`src/rtl/stego_pkg.sv`:
```
// Shared constants and controller state type for the LSB-steganography decode path.
// Each payload byte is rebuilt from the low bits of GROUP consecutive carrier bytes.
package stego_pkg;

    localparam int LSB_BITS  = 2;
    localparam int GROUP     = 4;
    localparam int BYTE_W    = LSB_BITS * GROUP;
    localparam int HDR_BYTES = 3;

    typedef enum logic [2:0] {
        ST_IDLE,
        ST_FETCH,
        ST_CAPT,
        ST_HDR,
        ST_EMIT,
        ST_DONE,
        ST_ERR
    } ctrl_state_t;

endpackage

```
`src/rtl/lsb_byte_assembler.sv`:
```
// Shifts LSB pairs from carrier bytes into a payload byte, MSB pair first.
// byte_done_o pulses on the load that completes a byte; acc_o then holds it from the next cycle.
module lsb_byte_assembler
    import stego_pkg::*;
(
    input  logic                clk,
    input  logic                rst_n,
    input  logic                clear_i,
    input  logic                load_i,
    input  logic [LSB_BITS-1:0] bits_i,
    output logic [BYTE_W-1:0]   acc_o,
    output logic                byte_done_o
);

    localparam int SUB_W = $clog2(GROUP);

    logic [BYTE_W-1:0] acc_q, acc_d;
    logic [SUB_W-1:0]  sub_q, sub_d;

    always_comb begin
        // NOTE: every variable gets a default first so no path can infer a latch.
        acc_d = acc_q;
        sub_d = sub_q;
        if (clear_i) begin
            acc_d = '0;
            sub_d = '0;
        end else if (load_i) begin
            acc_d = {acc_q[BYTE_W-LSB_BITS-1:0], bits_i};
            sub_d = sub_q + SUB_W'(1);
        end
    end

    // NOTE: state registers use non-blocking assignments so all flops update together.
    always_ff @(posedge clk) begin
        if (!rst_n) begin
            acc_q <= '0;
            sub_q <= '0;
        end else begin
            acc_q <= acc_d;
            sub_q <= sub_d;
        end
    end

    assign acc_o       = acc_q;
    assign byte_done_o = load_i && !clear_i && (sub_q == SUB_W'(GROUP - 1));

endmodule

```
`src/rtl/stego_decode_ctrl.sv`:
```
// Decode sequencer: fetches carrier bytes, collects the big-endian length header,
// checks the carrier is long enough, then streams payload bytes over valid/ready.
module stego_decode_ctrl
    import stego_pkg::*;
#(
    parameter int ADDR_W = 20,
    parameter int N_HDR  = HDR_BYTES
) (
    input  logic                 clk,
    input  logic                 rst_n,
    input  logic                 start,
    input  logic [ADDR_W-1:0]    carrier_len,
    output logic                 mem_rd_en,
    output logic [ADDR_W-1:0]    mem_addr,
    input  logic [7:0]           mem_rd_data,
    output logic                 out_valid,
    output logic [7:0]           out_data,
    input  logic                 out_ready,
    output logic                 busy,
    output logic                 done,
    output logic                 err,
    output logic [8*N_HDR-1:0]   payload_len
);

    localparam int LEN_W  = 8 * N_HDR;
    localparam int CNT_W  = LEN_W - 3;
    localparam int NEED_W = LEN_W + 2;
    localparam int IDX_W  = $clog2(N_HDR + 1);
    localparam logic [IDX_W-1:0] HDR_LAST = IDX_W'(N_HDR - 1);

    ctrl_state_t       state_q, state_d;
    logic [ADDR_W-1:0] rd_ptr_q, rd_ptr_d;
    logic [ADDR_W-1:0] clen_q, clen_d;
    logic [IDX_W-1:0]  idx_q, idx_d;
    logic [CNT_W-1:0]  emitted_q, emitted_d;
    logic [LEN_W-1:0]  plen_q, plen_d;
    logic [CNT_W-1:0]  n_bytes;
    logic [NEED_W-1:0] need;
    logic              asm_load, asm_clear, byte_done;
    logic [7:0]        acc;
    logic              unused_rd_bits;

    // Only the low carrier bits carry payload.
    assign unused_rd_bits = ^mem_rd_data[7:LSB_BITS];

    lsb_byte_assembler u_asm (
        .clk         (clk),
        .rst_n       (rst_n),
        .clear_i     (asm_clear),
        .load_i      (asm_load),
        .bits_i      (mem_rd_data[LSB_BITS-1:0]),
        .acc_o       (acc),
        .byte_done_o (byte_done)
    );

    always_comb begin
        state_d   = state_q;
        rd_ptr_d  = rd_ptr_q;
        clen_d    = clen_q;
        idx_d     = idx_q;
        emitted_d = emitted_q;
        plen_d    = plen_q;
        asm_load  = 1'b0;
        asm_clear = 1'b0;
        n_bytes   = plen_q[LEN_W-1:3];
        need      = '0;
        unique case (state_q)
            ST_IDLE, ST_DONE, ST_ERR: begin
                if (start) begin
                    state_d   = ST_FETCH;
                    rd_ptr_d  = '0;
                    clen_d    = carrier_len;
                    idx_d     = '0;
                    emitted_d = '0;
                    plen_d    = '0;
                    asm_clear = 1'b1;
                end
            end
            ST_FETCH: state_d = (rd_ptr_q == clen_q) ? ST_ERR : ST_CAPT;
            ST_CAPT: begin
                asm_load = 1'b1;
                rd_ptr_d = rd_ptr_q + ADDR_W'(1);
                if (byte_done) state_d = (idx_q <= HDR_LAST) ? ST_HDR : ST_EMIT;
                else           state_d = ST_FETCH;
            end
            ST_HDR: begin
                for (int i = 0; i < N_HDR; i++) begin
                    if (idx_q == IDX_W'(i)) plen_d[LEN_W-1-8*i -: 8] = acc;
                end
                idx_d   = idx_q + IDX_W'(1);
                n_bytes = plen_d[LEN_W-1:3];
                need    = (NEED_W'(n_bytes) + NEED_W'(N_HDR)) << 2;
                state_d = ST_FETCH;
                // Reject an oversized header before any payload byte goes out.
                if (idx_q == HDR_LAST) begin
                    if (n_bytes == '0)              state_d = ST_DONE;
                    else if (need > NEED_W'(clen_q)) state_d = ST_ERR;
                end
            end
            ST_EMIT: begin
                if (out_ready) begin
                    emitted_d = emitted_q + CNT_W'(1);
                    state_d   = (emitted_d == n_bytes) ? ST_DONE : ST_FETCH;
                end
            end
            default: state_d = ST_IDLE;
        endcase
    end

    always_ff @(posedge clk) begin
        if (!rst_n) begin
            state_q   <= ST_IDLE;
            rd_ptr_q  <= '0;
            clen_q    <= '0;
            idx_q     <= '0;
            emitted_q <= '0;
            plen_q    <= '0;
        end else begin
            state_q   <= state_d;
            rd_ptr_q  <= rd_ptr_d;
            clen_q    <= clen_d;
            idx_q     <= idx_d;
            emitted_q <= emitted_d;
            plen_q    <= plen_d;
        end
    end

    assign mem_rd_en   = (state_q == ST_FETCH) && (rd_ptr_q != clen_q);
    assign mem_addr    = mem_rd_en ? rd_ptr_q : '0;
    assign out_valid   = (state_q == ST_EMIT);
    assign out_data    = acc;
    assign busy        = (state_q == ST_FETCH) || (state_q == ST_CAPT) ||
                         (state_q == ST_HDR)   || (state_q == ST_EMIT);
    assign done        = (state_q == ST_DONE);
    assign err         = (state_q == ST_ERR);
    assign payload_len = plen_q;

endmodule

```
`config.mk`:
```
export PLATFORM = sky130hd
export DESIGN_NAME = stego_decode_ctrl
export DESIGN_NICKNAME = d
export VERILOG_FILES = /design/src/rtl/stego_pkg.sv /design/src/rtl/lsb_byte_assembler.sv /design/src/rtl/stego_decode_ctrl.sv
export SDC_FILE = /design/constraint.sdc
export NUM_CORES = 1
export LEC_CHECK = 0
export ABC_AREA = 1
export CORE_ASPECT_RATIO = 0.5
export CORE_UTILIZATION = 50
export CTS_BUF_LIST = sky130_fd_sc_hd__clkbuf_16
export DETAILED_ROUTE_END_ITERATION = 8
export GPL_ROUTABILITY_DRIVEN = 0
export PLACE_DENSITY = 0.84
export REMOVE_ABC_BUFFERS = 1
export SLEW_MARGIN = 40
export SYNTH_ARGS = -nofsm -noshare
export SYNTH_HDL_FRONTEND = slang
export SYNTH_HIERARCHICAL = 1
export SYNTH_SLANG_ARGS = --single-unit
```
`constraint.sdc`:
```
create_clock -name clk -period 3.3 [get_ports clk]
set_clock_uncertainty 0.1 [all_clocks]
set_input_delay 0.495 -clock clk [delete_from_list [all_inputs] [get_ports clk]]
set_output_delay 0.495 -clock clk [all_outputs]
set_load 0.05 [all_outputs]
```
# Yosys cells after proc, flatten, opt, wreduce, memory -nomap -nowiden
# Index checks and enable logic that the tools add are counted.
classes:
  n_eq_ne: 15
  bitwise_logic: 1
  reduce_logical: 21
  n_addsub: 5
  magnitude_cmp: 2
  mux: 29
op_table:
  columns: ["cell", "n"]
  rows:
  - ["8-bit 2-to-1 mux", 6]
  - ["24-bit case mux with 2 select lines", 1]
  - ["21-bit 2-to-1 mux", 2]
  - ["21-bit case mux with 2 select lines", 1]
  - ["20-bit 2-to-1 mux", 2]
  - ["20-bit case mux with 2 select lines", 1]
  - ["3-bit 2-to-1 mux", 9]
  - ["24-bit by 20-bit greater-than comparator with 1-bit output", 1]
  - ["24-bit 2-to-1 mux", 1]
  - ["21-bit by 2-bit adder with 22-bit output, second input constant", 1]
  - ["21-bit by 1-bit adder with 21-bit output, second input constant", 1]
  - ["21-bit equality test", 1]
  - ["21-bit zero test", 1]
  - ["20-bit by 1-bit adder with 20-bit output, second input constant", 1]
  - ["20-bit equality test", 1]
  - ["20-bit != test", 1]
  - ["3-bit case mux with 5 select lines", 1]
  - ["3-bit equality test, second input constant", 3]
  - ["2-bit AND reduction", 4]
  - ["3-bit by 2-bit equality test with 1-bit output, second input constant", 2]
  - ["3-bit AND reduction", 2]
  - ["2-bit nonzero test", 3]
  - ["2-bit by 1-bit adder with 2-bit output, second input constant", 2]
  - ["2-bit equality test, second input constant", 2]
  - ["16 further kinds", 23]
totals:
  regBits: 100
  in_bits: 32
  out_inout_bits: 57
  wordCells: 82

# Logic depth before layout (Yosys ltp)
# Gate-level depths: netlist of the first run.
depth:
  depth_word: 9
  depth_mapped: 27
  depth_no_buf: 27

# By module
# The synthesis of the first run kept the hierarchy.
modules_own_cells:
  columns: ["mod", "n_inst", "area_per_inst_um2", "cells_per_inst", "seq_area_each_um2"]
  rows:
  - ["stego_decode_ctrl", 1, 6357.3, 1032, 1801.7]
  - ["lsb_byte_assembler", 1, 374.1, 49, 200.2]

# Least setup slack after synthesis of the first run
# No wires, ideal clock.
synth_timing:
  kind: "reg2reg"
  from: "register idx_q[0]"
  to: "register state_q[0]"
  n_path_buf: 0
  setup_slack_ps: -71
  arrival_time_ps: 3203
  setup_ps: 68
  t_required_ps: 3132
  stages_incl_launch_ff: 28
  period_less_slack_ps: 3371
  path_cell_list: "dfxtp_1 inv_1 ha_1 inv_1 nand2_1 o21ai_1 ha_1 inv_1 nand2_1 nor2_2 nand2_2 nor2_4 nand2_1 nor2_1 xor2_1 inv_1 ha_1 nand2_1 nor2_1 a211oi_1 nand2_1 nand2_1 nand3_1 nand2_1 nand2_1 nand2_1 nand2_1 a21oi_2"
synth_between:
  elab_chain_cells: 9
  elab_cells_between_ends: 19
  classes_between: "1 x add/sub; 2 x order compare; 2 x eq/ne; 12 x mux; 2 x reduce/logical"
synth_lines:
  columns: ["item", "line_no", "text"]
  rows:
  - ["start: declaration", "stego_decode_ctrl.sv:34", "logic [IDX_W-1:0] idx_q, idx_d;"]
  - ["start signal: assignment", "stego_decode_ctrl.sv:122", "idx_q <= idx_d;"]
  - ["2-bit equality test (tied with other cells)", "stego_decode_ctrl.sv:88, stego_decode_ctrl.sv:95", null]
  - ["8-bit 2-to-1 mux", "stego_decode_ctrl.sv:88", "if (idx_q == IDX_W'(i)) plen_d[LEN_W-1-8*i -: 8] = acc;"]
  - ["8-bit 2-to-1 mux", "stego_decode_ctrl.sv:67", "unique case (state_q)"]
  - ["21-bit by 2-bit adder with 22-bit output", "stego_decode_ctrl.sv:92", "need = (NEED_W'(n_bytes) + NEED_W'(N_HDR)) << 2;"]
  - ["24-bit by 20-bit greater-than comparator with 1-bit output", "stego_decode_ctrl.sv:97", "else if (need > NEED_W'(clen_q)) state_d = ST_ERR;"]
  - ["3-bit 2-to-1 mux", "stego_decode_ctrl.sv:97", null]
  - ["3-bit 2-to-1 mux", "stego_decode_ctrl.sv:96", "if (n_bytes == '0) state_d = ST_DONE;"]
  - ["3-bit 2-to-1 mux", "stego_decode_ctrl.sv:95", "if (idx_q == HDR_LAST) begin"]
  - ["3-bit case mux with 5 select lines *", "stego_decode_ctrl.sv:67", null]
  - ["end signal: assignment", "stego_decode_ctrl.sv:119", "state_q <= state_d;"]
  - ["end: declaration", "stego_decode_ctrl.sv:31", "ctrl_state_t state_q, state_d;"]
# Every way passes the cells marked *; elsewhere a longest branch is shown, timed or not. The select of a mux whose other input is x is not followed.
# A chain may end at the register's enable or synchronous reset.

# Worst setup path after layout of the first run
layout_timing:
  from: "register idx_q[1]"
  to: "register state_q[0]"
# The elaborated chain is that of the path after synthesis.

==> run metrics, run 1 <==
setup slack, reg-to-reg=-110 ps; Mapped Avg Cell Area=6.227 um2; Die Ht=~84 um; FP Rows=29; Die Span X=166.1 um; Placed Cells=between 1k and 1.5k; Crit path top cell by count=nand2_1; sequential share of the synthesized area=~30%; Worst EP required=3420 ps; Critical-path top delay cell=dfxtp_2; H-tree Lvls=3; Bufs on Longest Clock Path=2; Cell Area, Placed=0.008005 mm2; clock buffer count from CTS=9; root buffer cell=clkbuf_16; vias in the first global route=7074; reg2reg end=state_q[0]; Setup-failing EPs final=3; startpoint types=flip-flop; type of the worst setup path=flip-flop to flip-flop; vias per inst=5.627; WL final=~22000 um; number of cells on the worst reg-to-reg path=25; Hold Fails Final Rpt=0; Residual DRC=5; drt first pass iters=9; gr usage total=between 20% and 30%; period utilization=103.4%; Post-Syn Area=0.006731 mm2; first-pass GRT wire length=33060 um; Initial DRC Count=890; Power Total=between 0.002 and 0.003 W; Ant. Diodes=0; CP Capture Point=state_q[0]; Synth cell types=43; Starting Density=a little over half; FF+latch count, synth=100; Place WS=-149.4 ps; via count=between 7k and 8k; grt total ovfl=0; static leakage=3.414 nW; Clock Latency Late Sink=between 300 and 400 ps; worst slew pin tran=roughly 800 ps; slowest stage delay, CP=about 330 ps; VDD IR max=roughly 210 uV; Finished Cell Area=a little under 0.009 mm2; Antenna Nets Post-Route=0; crit path max fanout=5; Ports=89; largest net degree at the start of global routing=49; hpwl dp=around 15000 um; layout cell share with drive strength beyond 1=roughly 16%; CTS Sinks=100; HP Class=flip-flop to flip-flop; YS warnings=6; CP endpoint kind=flip-flop; Area Growth Syn to Fin=30.69%; final setup margin=-112.7 ps; Reg clk slew, reported paths=about 70 ps; post-layout min period=3413 ps; DR WL/cell=15.88 um; die area=roughly 0.014 mm2; Core Region=about 0.013 mm2; outcome=finished with violations; final cell count without fillers=1387; initial antenna violation count=0; critical register-to-register path startpoint=idx_q[1]; RSZ-0062 raised after global routing=yes; Max-slew headroom=a little under half; port bufs=around 80; failing checks=design-rule violations, negative setup slack; Slew Viols, Final=0; PwrDens=between 300 and 400 mW/mm2; Syn Inst Count=roughly 1.1k; CP arrival=3530 ps; fmax=between 200 and 300 MHz; CTS tree=built; Max Cap Viol=0; Critical path origin=idx_q[1]; hold_buf cts=0; nets=1273
[synthesized netlist by cell type (all sizes together)]
cell type / number / area, um2
o21bai: 4 / 33.78
dfxtp: 100 / 2002
xor2: 20 / 175.2
a31oi: 2 / 12.51
a32oi: 3 / 26.28
nand4: 27 / 175.2
clkbuf: 21 / 78.83
nand2: 348 / 1329
a211oi: 6 / 45.04
a221oi: 2 / 17.52
o31ai: 2 / 15.01
xnor3: 3 / 67.56
nand3: 66 / 335.3
inv: 136 / 510.5
o21ai: 53 / 291.5
nand3b: 4 / 30.03
o211ai: 1 / 7.510
xnor2: 4 / 35.03
ha: 27 / 337.8
and2: 1 / 6.260
a21boi: 1 / 7.510
nor2: 117 / 474.2
clkinv: 1 / 3.750
buf: 8 / 58.80
o21a: 1 / 7.510
nor3: 15 / 85.08
a21oi: 99 / 503.0
or2: 4 / 25.02
o211a: 1 / 10.01
nor4: 4 / 25.02
[report_power, final]
group | switching (W) | total [W] | internal (W)
registers | 0.0000247 | 0.00127 | 0.00125
logic | 0.000356 | 0.000530 | 0.000174
clock network | 0.000461 | 0.00111 | 0.000649
total | 0.000842 | 0.00291 | 0.00207
[layout by cell type, fill, tap and decap left out, drive strengths merged, types with 10 or more instances in the layout]
master         synthesis  layout
clkbuf                21      10
inv                  136     138
nand4                 27      27
xor2                  20      20
nand3                 66      66
buf                    8      89
nand2                348     348
nor3                  15      15
o21ai                 53      53
a21oi                 99      99
nor2                 117     117
ha                    27      27
dfxtp                100     100
clkdlybuf4s50          0      61
[flip-flops by register name, summed over array words and instances, names as in the netlist]
signal,cells
payload_len,24
emitted_q,21
clen_q,20
rd_ptr_q,20
u_asm/acc_o,8
state_q,3
idx_q,2
u_asm/sub_q,2
[final cells by class]
class	instances	area, um2
fill	955	4084
timing repair buffer	151	1344
tap	170	212.7
sequential	100	2007
inverter	137	516.7
multi-input combinational	815	4420
clock buffer	9	225.2
clock inverter	5	71.32
[layer usage]
layer	share of wire [%]	GRT usage (%)	vias to the layer above
met5	0	0	-
met3	8.3	6.069	82
met2	46	48.22	379
li1	-	-	3740
met4	3.7	12.83	0
met1	42	36.79	3603
[timing repair]
action / CTS / global route
resized for setup: 18 / 65
pin swaps: 3 / 30
setup buffers: 1 / 13
setup endpoints to repair: 3 / 3
gates cloned: 0 / 1
[metrics by stage]
stage	util, %	hold slack (ps)	TNS, ps
after global routing	68.30	411.3	-630.4
after global placement	62.15	352.5	-21.93
after floorplan	-	344.7	-7194
final	68.30	384.0	-171.2
after CTS	65.09	375.0	0
after detailed placement	62.15	366.0	-354.5
[cell families after synthesis]
kind of cell,Yosys count,share of synthesized area [%]
xor+xnor,27,4.126
compound gates,175,14.52
flops,100,29.74
simple gates,586,36.91
fa+ha+maj,27,5.019
buf+inv,166,9.684
[how the worst min path moves through the flow]
stage	start	end	slack, ps	cells after the start
after global routing	payload_len[14]	payload_len[14]	410	2
after CTS	u_asm/sub_q[1]	u_asm/sub_q[1]	370	2
after detailed placement	u_asm/sub_q[1]	u_asm/sub_q[1]	370	2
after floorplan	u_asm/sub_q[1]	u_asm/sub_q[1]	340	2
after global placement	u_asm/sub_q[1]	u_asm/sub_q[1]	350	2
final	u_asm/sub_q[1]	u_asm/sub_q[1]	380	2
[worst max-delay path, delay by kind of cell (launching register included)]
family | cells | cell delay, ps
and+or+nand+nor | 15 | 1240
adders and majority gates | 2 | 460
buffers and inverters | 5 | 640
xor gates and xnor gates | 1 | 150
DFF | 1 | 330
AOI/OAI and AO/OA | 2 | 350
(Power assumes the default switching activity.)
==> run 2: changes to the inputs <==
Settings changed: PLACE_DENSITY 0.84 to 0.81, SLEW_MARGIN 40 to unset.
Clock period 3.3 ns to 4.37 ns, I/O delays scaled along.
==> run metrics, run 2 (synthesis gave the netlist of run 1 again) <==
layout cell share with drive strength beyond 1=5.281% (-10 points); commonest non-fill, non-tap cells in the layout=nand2_1 (341), inv_1 (132), nor2_1 (107); vias in the first global route=6578 (-7.0%); Hold Fails Final Rpt=0 (unchanged); port bufs=82 (unchanged); Core Util, Final=61.84% (-6.5 points); WHS=385.8 ps (+1.799 ps); Setup-failing EPs final=0 (-3); outcome=finished with violations; via count=7265 (-6.9%); grt total ovfl=0 (unchanged); multi-input logic area=0.004080 mm2 (-7.7%); final cell count without fillers=1325 (-4.5%); Initial DRC Count=726 (-18%); first-pass GRT wire length=31130 um (-5.8%); Clock Latency Late Sink=350 ps (about the same); worst slew pin tran=795.5 ps (-4.923 ps); CP arrival=3190 ps (-340 ps); H-tree Lvls=3 (unchanged); drt first pass iters=9 (unchanged); slowest stage delay, CP=730 ps (+400 ps); crit path max fanout=21 (+16); Die Ht=84.05 um (unchanged); Setup TNS=0 ps (+171.2 ps); FP Rows=29 (unchanged); Placed Cells=1310 (-3.5%); cell breakdown of the critical path=inv_1 -> nand2_1 -> nand4_1 -> nor4_1 -> nand3_1 -> nand2_1 -> nor2_1 -> clkdlybuf4s50_1; startpoint types=flip-flop; nets=1210 (-4.9%); hold_buf cts=0 (unchanged); WL final=19090 um (-13%); CTS tree=built; RSZ-0062 raised after global routing=no; HP Class=flip-flop to flip-flop; flip-flop count of the largest register after layout=24 (unchanged); hpwl dp=14140 um (-4.5%); largest net degree at the start of global routing=49 (unchanged); die area=0.01396 mm2 (unchanged); PwrDens=266.2 mW/mm2 (-20%); DR WL/cell=14.41 um (-9.3%); Residual DRC=6 (+1); period utilization=around nine tenths; Max-slew headroom=46.84% (+0.33 points); initial antenna violation count=0 (unchanged); clock buffer count from CTS=9 (unchanged); post-layout min period=3943 ps; static leakage=2.940 nW (-14%); Fill cells=1188 (+24%); Area Growth Syn to Fin=18.33%; Power Total=0.002120 W (-27%); type of the worst setup path=flip-flop to output pin; failing checks=design-rule violations; gr usage total=27.55% (-1.6 points); root buffer cell=clkbuf_16; Reg clk slew, reported paths=70 ps (about the same); Critical-path top delay cell=clkdlybuf4s50_1; fmax=between 200 and 300 MHz; Worst EP required=3610 ps (+190 ps); vias per inst=5.483 (-2.6%); Slew Viols, Final=0 (unchanged); Die Span X=166.1 um (unchanged); leading cell type in the layout, fill and taps excluded=nand2_1; Reg area=0.002002 mm2 (-0.25%); Ant. Diodes=0 (unchanged); Crit path top cell by count=nand2_1; Bufs on Longest Clock Path=2 (unchanged); Core Region=0.01288 mm2 (unchanged); Ports=89 (unchanged); Antenna Nets Post-Route=0 (unchanged); Starting Density=52.26% (unchanged); CTS Sinks=100 (unchanged); CP endpoint kind=output pin; VDD IR max=142.3 uV (-31%); Max Cap Viol=0 (unchanged)
## run 2: repair_timing
action,4_1_cts,5_1_grt
setup buffers,0,0
endpoints found under the hold margin,0,0
endpoints found under the setup margin,0,1
resized for setup,0,1
## run 2: area by class of cell
| cell class | instances | area share (%) |
|---|---|---|
| inverter | 137 | 6.456 |
| sequential | 100 | 25.13 |
| clock inverter | 6 | 0.8168 |
| multi-input combinational | 815 | 51.23 |
| timing repair buffer | 88 | 10.87 |
| tap | 170 | 2.670 |
| clock buffer | 9 | 2.828 |
## run 2: final timing paths
check        cells past startpoint  slack, ps              to      startpoint
max reg2reg                     23        450      state_q[0]        idx_q[1]
min                              2        390  u_asm/sub_q[1]  u_asm/sub_q[1]
max                              8        430    mem_addr[17]    rd_ptr_q[10]
min reg2reg                      2        390  u_asm/sub_q[1]  u_asm/sub_q[1]
## run 2: metrics by stage
| step | area, um2 | worst slack, ps |
|---|---|---|
| after floorplan | 6594 | 590.8 |
| after CTS | 7963 | 388.2 |
| after detailed placement | 7672 | 463.2 |
| final | 7965 | 427.1 |
| after global placement | 7672 | 638.8 |
| after global routing | 7965 | 85.68 |
## run 2: metal layers
metal | track usage, % | part of all wire, % | vias to the layer above
met5 | 0 | 0 | -
met2 | 46.53 | 46 | 281
met1 | 35.68 | 45 | 3327
met4 | 8.836 | 2.2 | 0
li1 | - | - | 3621
met3 | 4.931 | 7.5 | 36
## run 2: where the power goes
part | total [W] | switching, W | internal, W
Combinational | 0.000346 | 0.000239 | 0.000107
Clock | 0.000815 | 0.000373 | 0.000442
Sequential | 0.000959 | 0.0000182 | 0.000941
Total | 0.00212 | 0.000630 | 0.00149
## run 2: worst max-delay path: cells and delay by family, from the launching register on
family | cells | cell delay (ps)
and+or+nand+nor | 6 | 1540
buffers and inverters | 2 | 820
DFF | 1 | 460
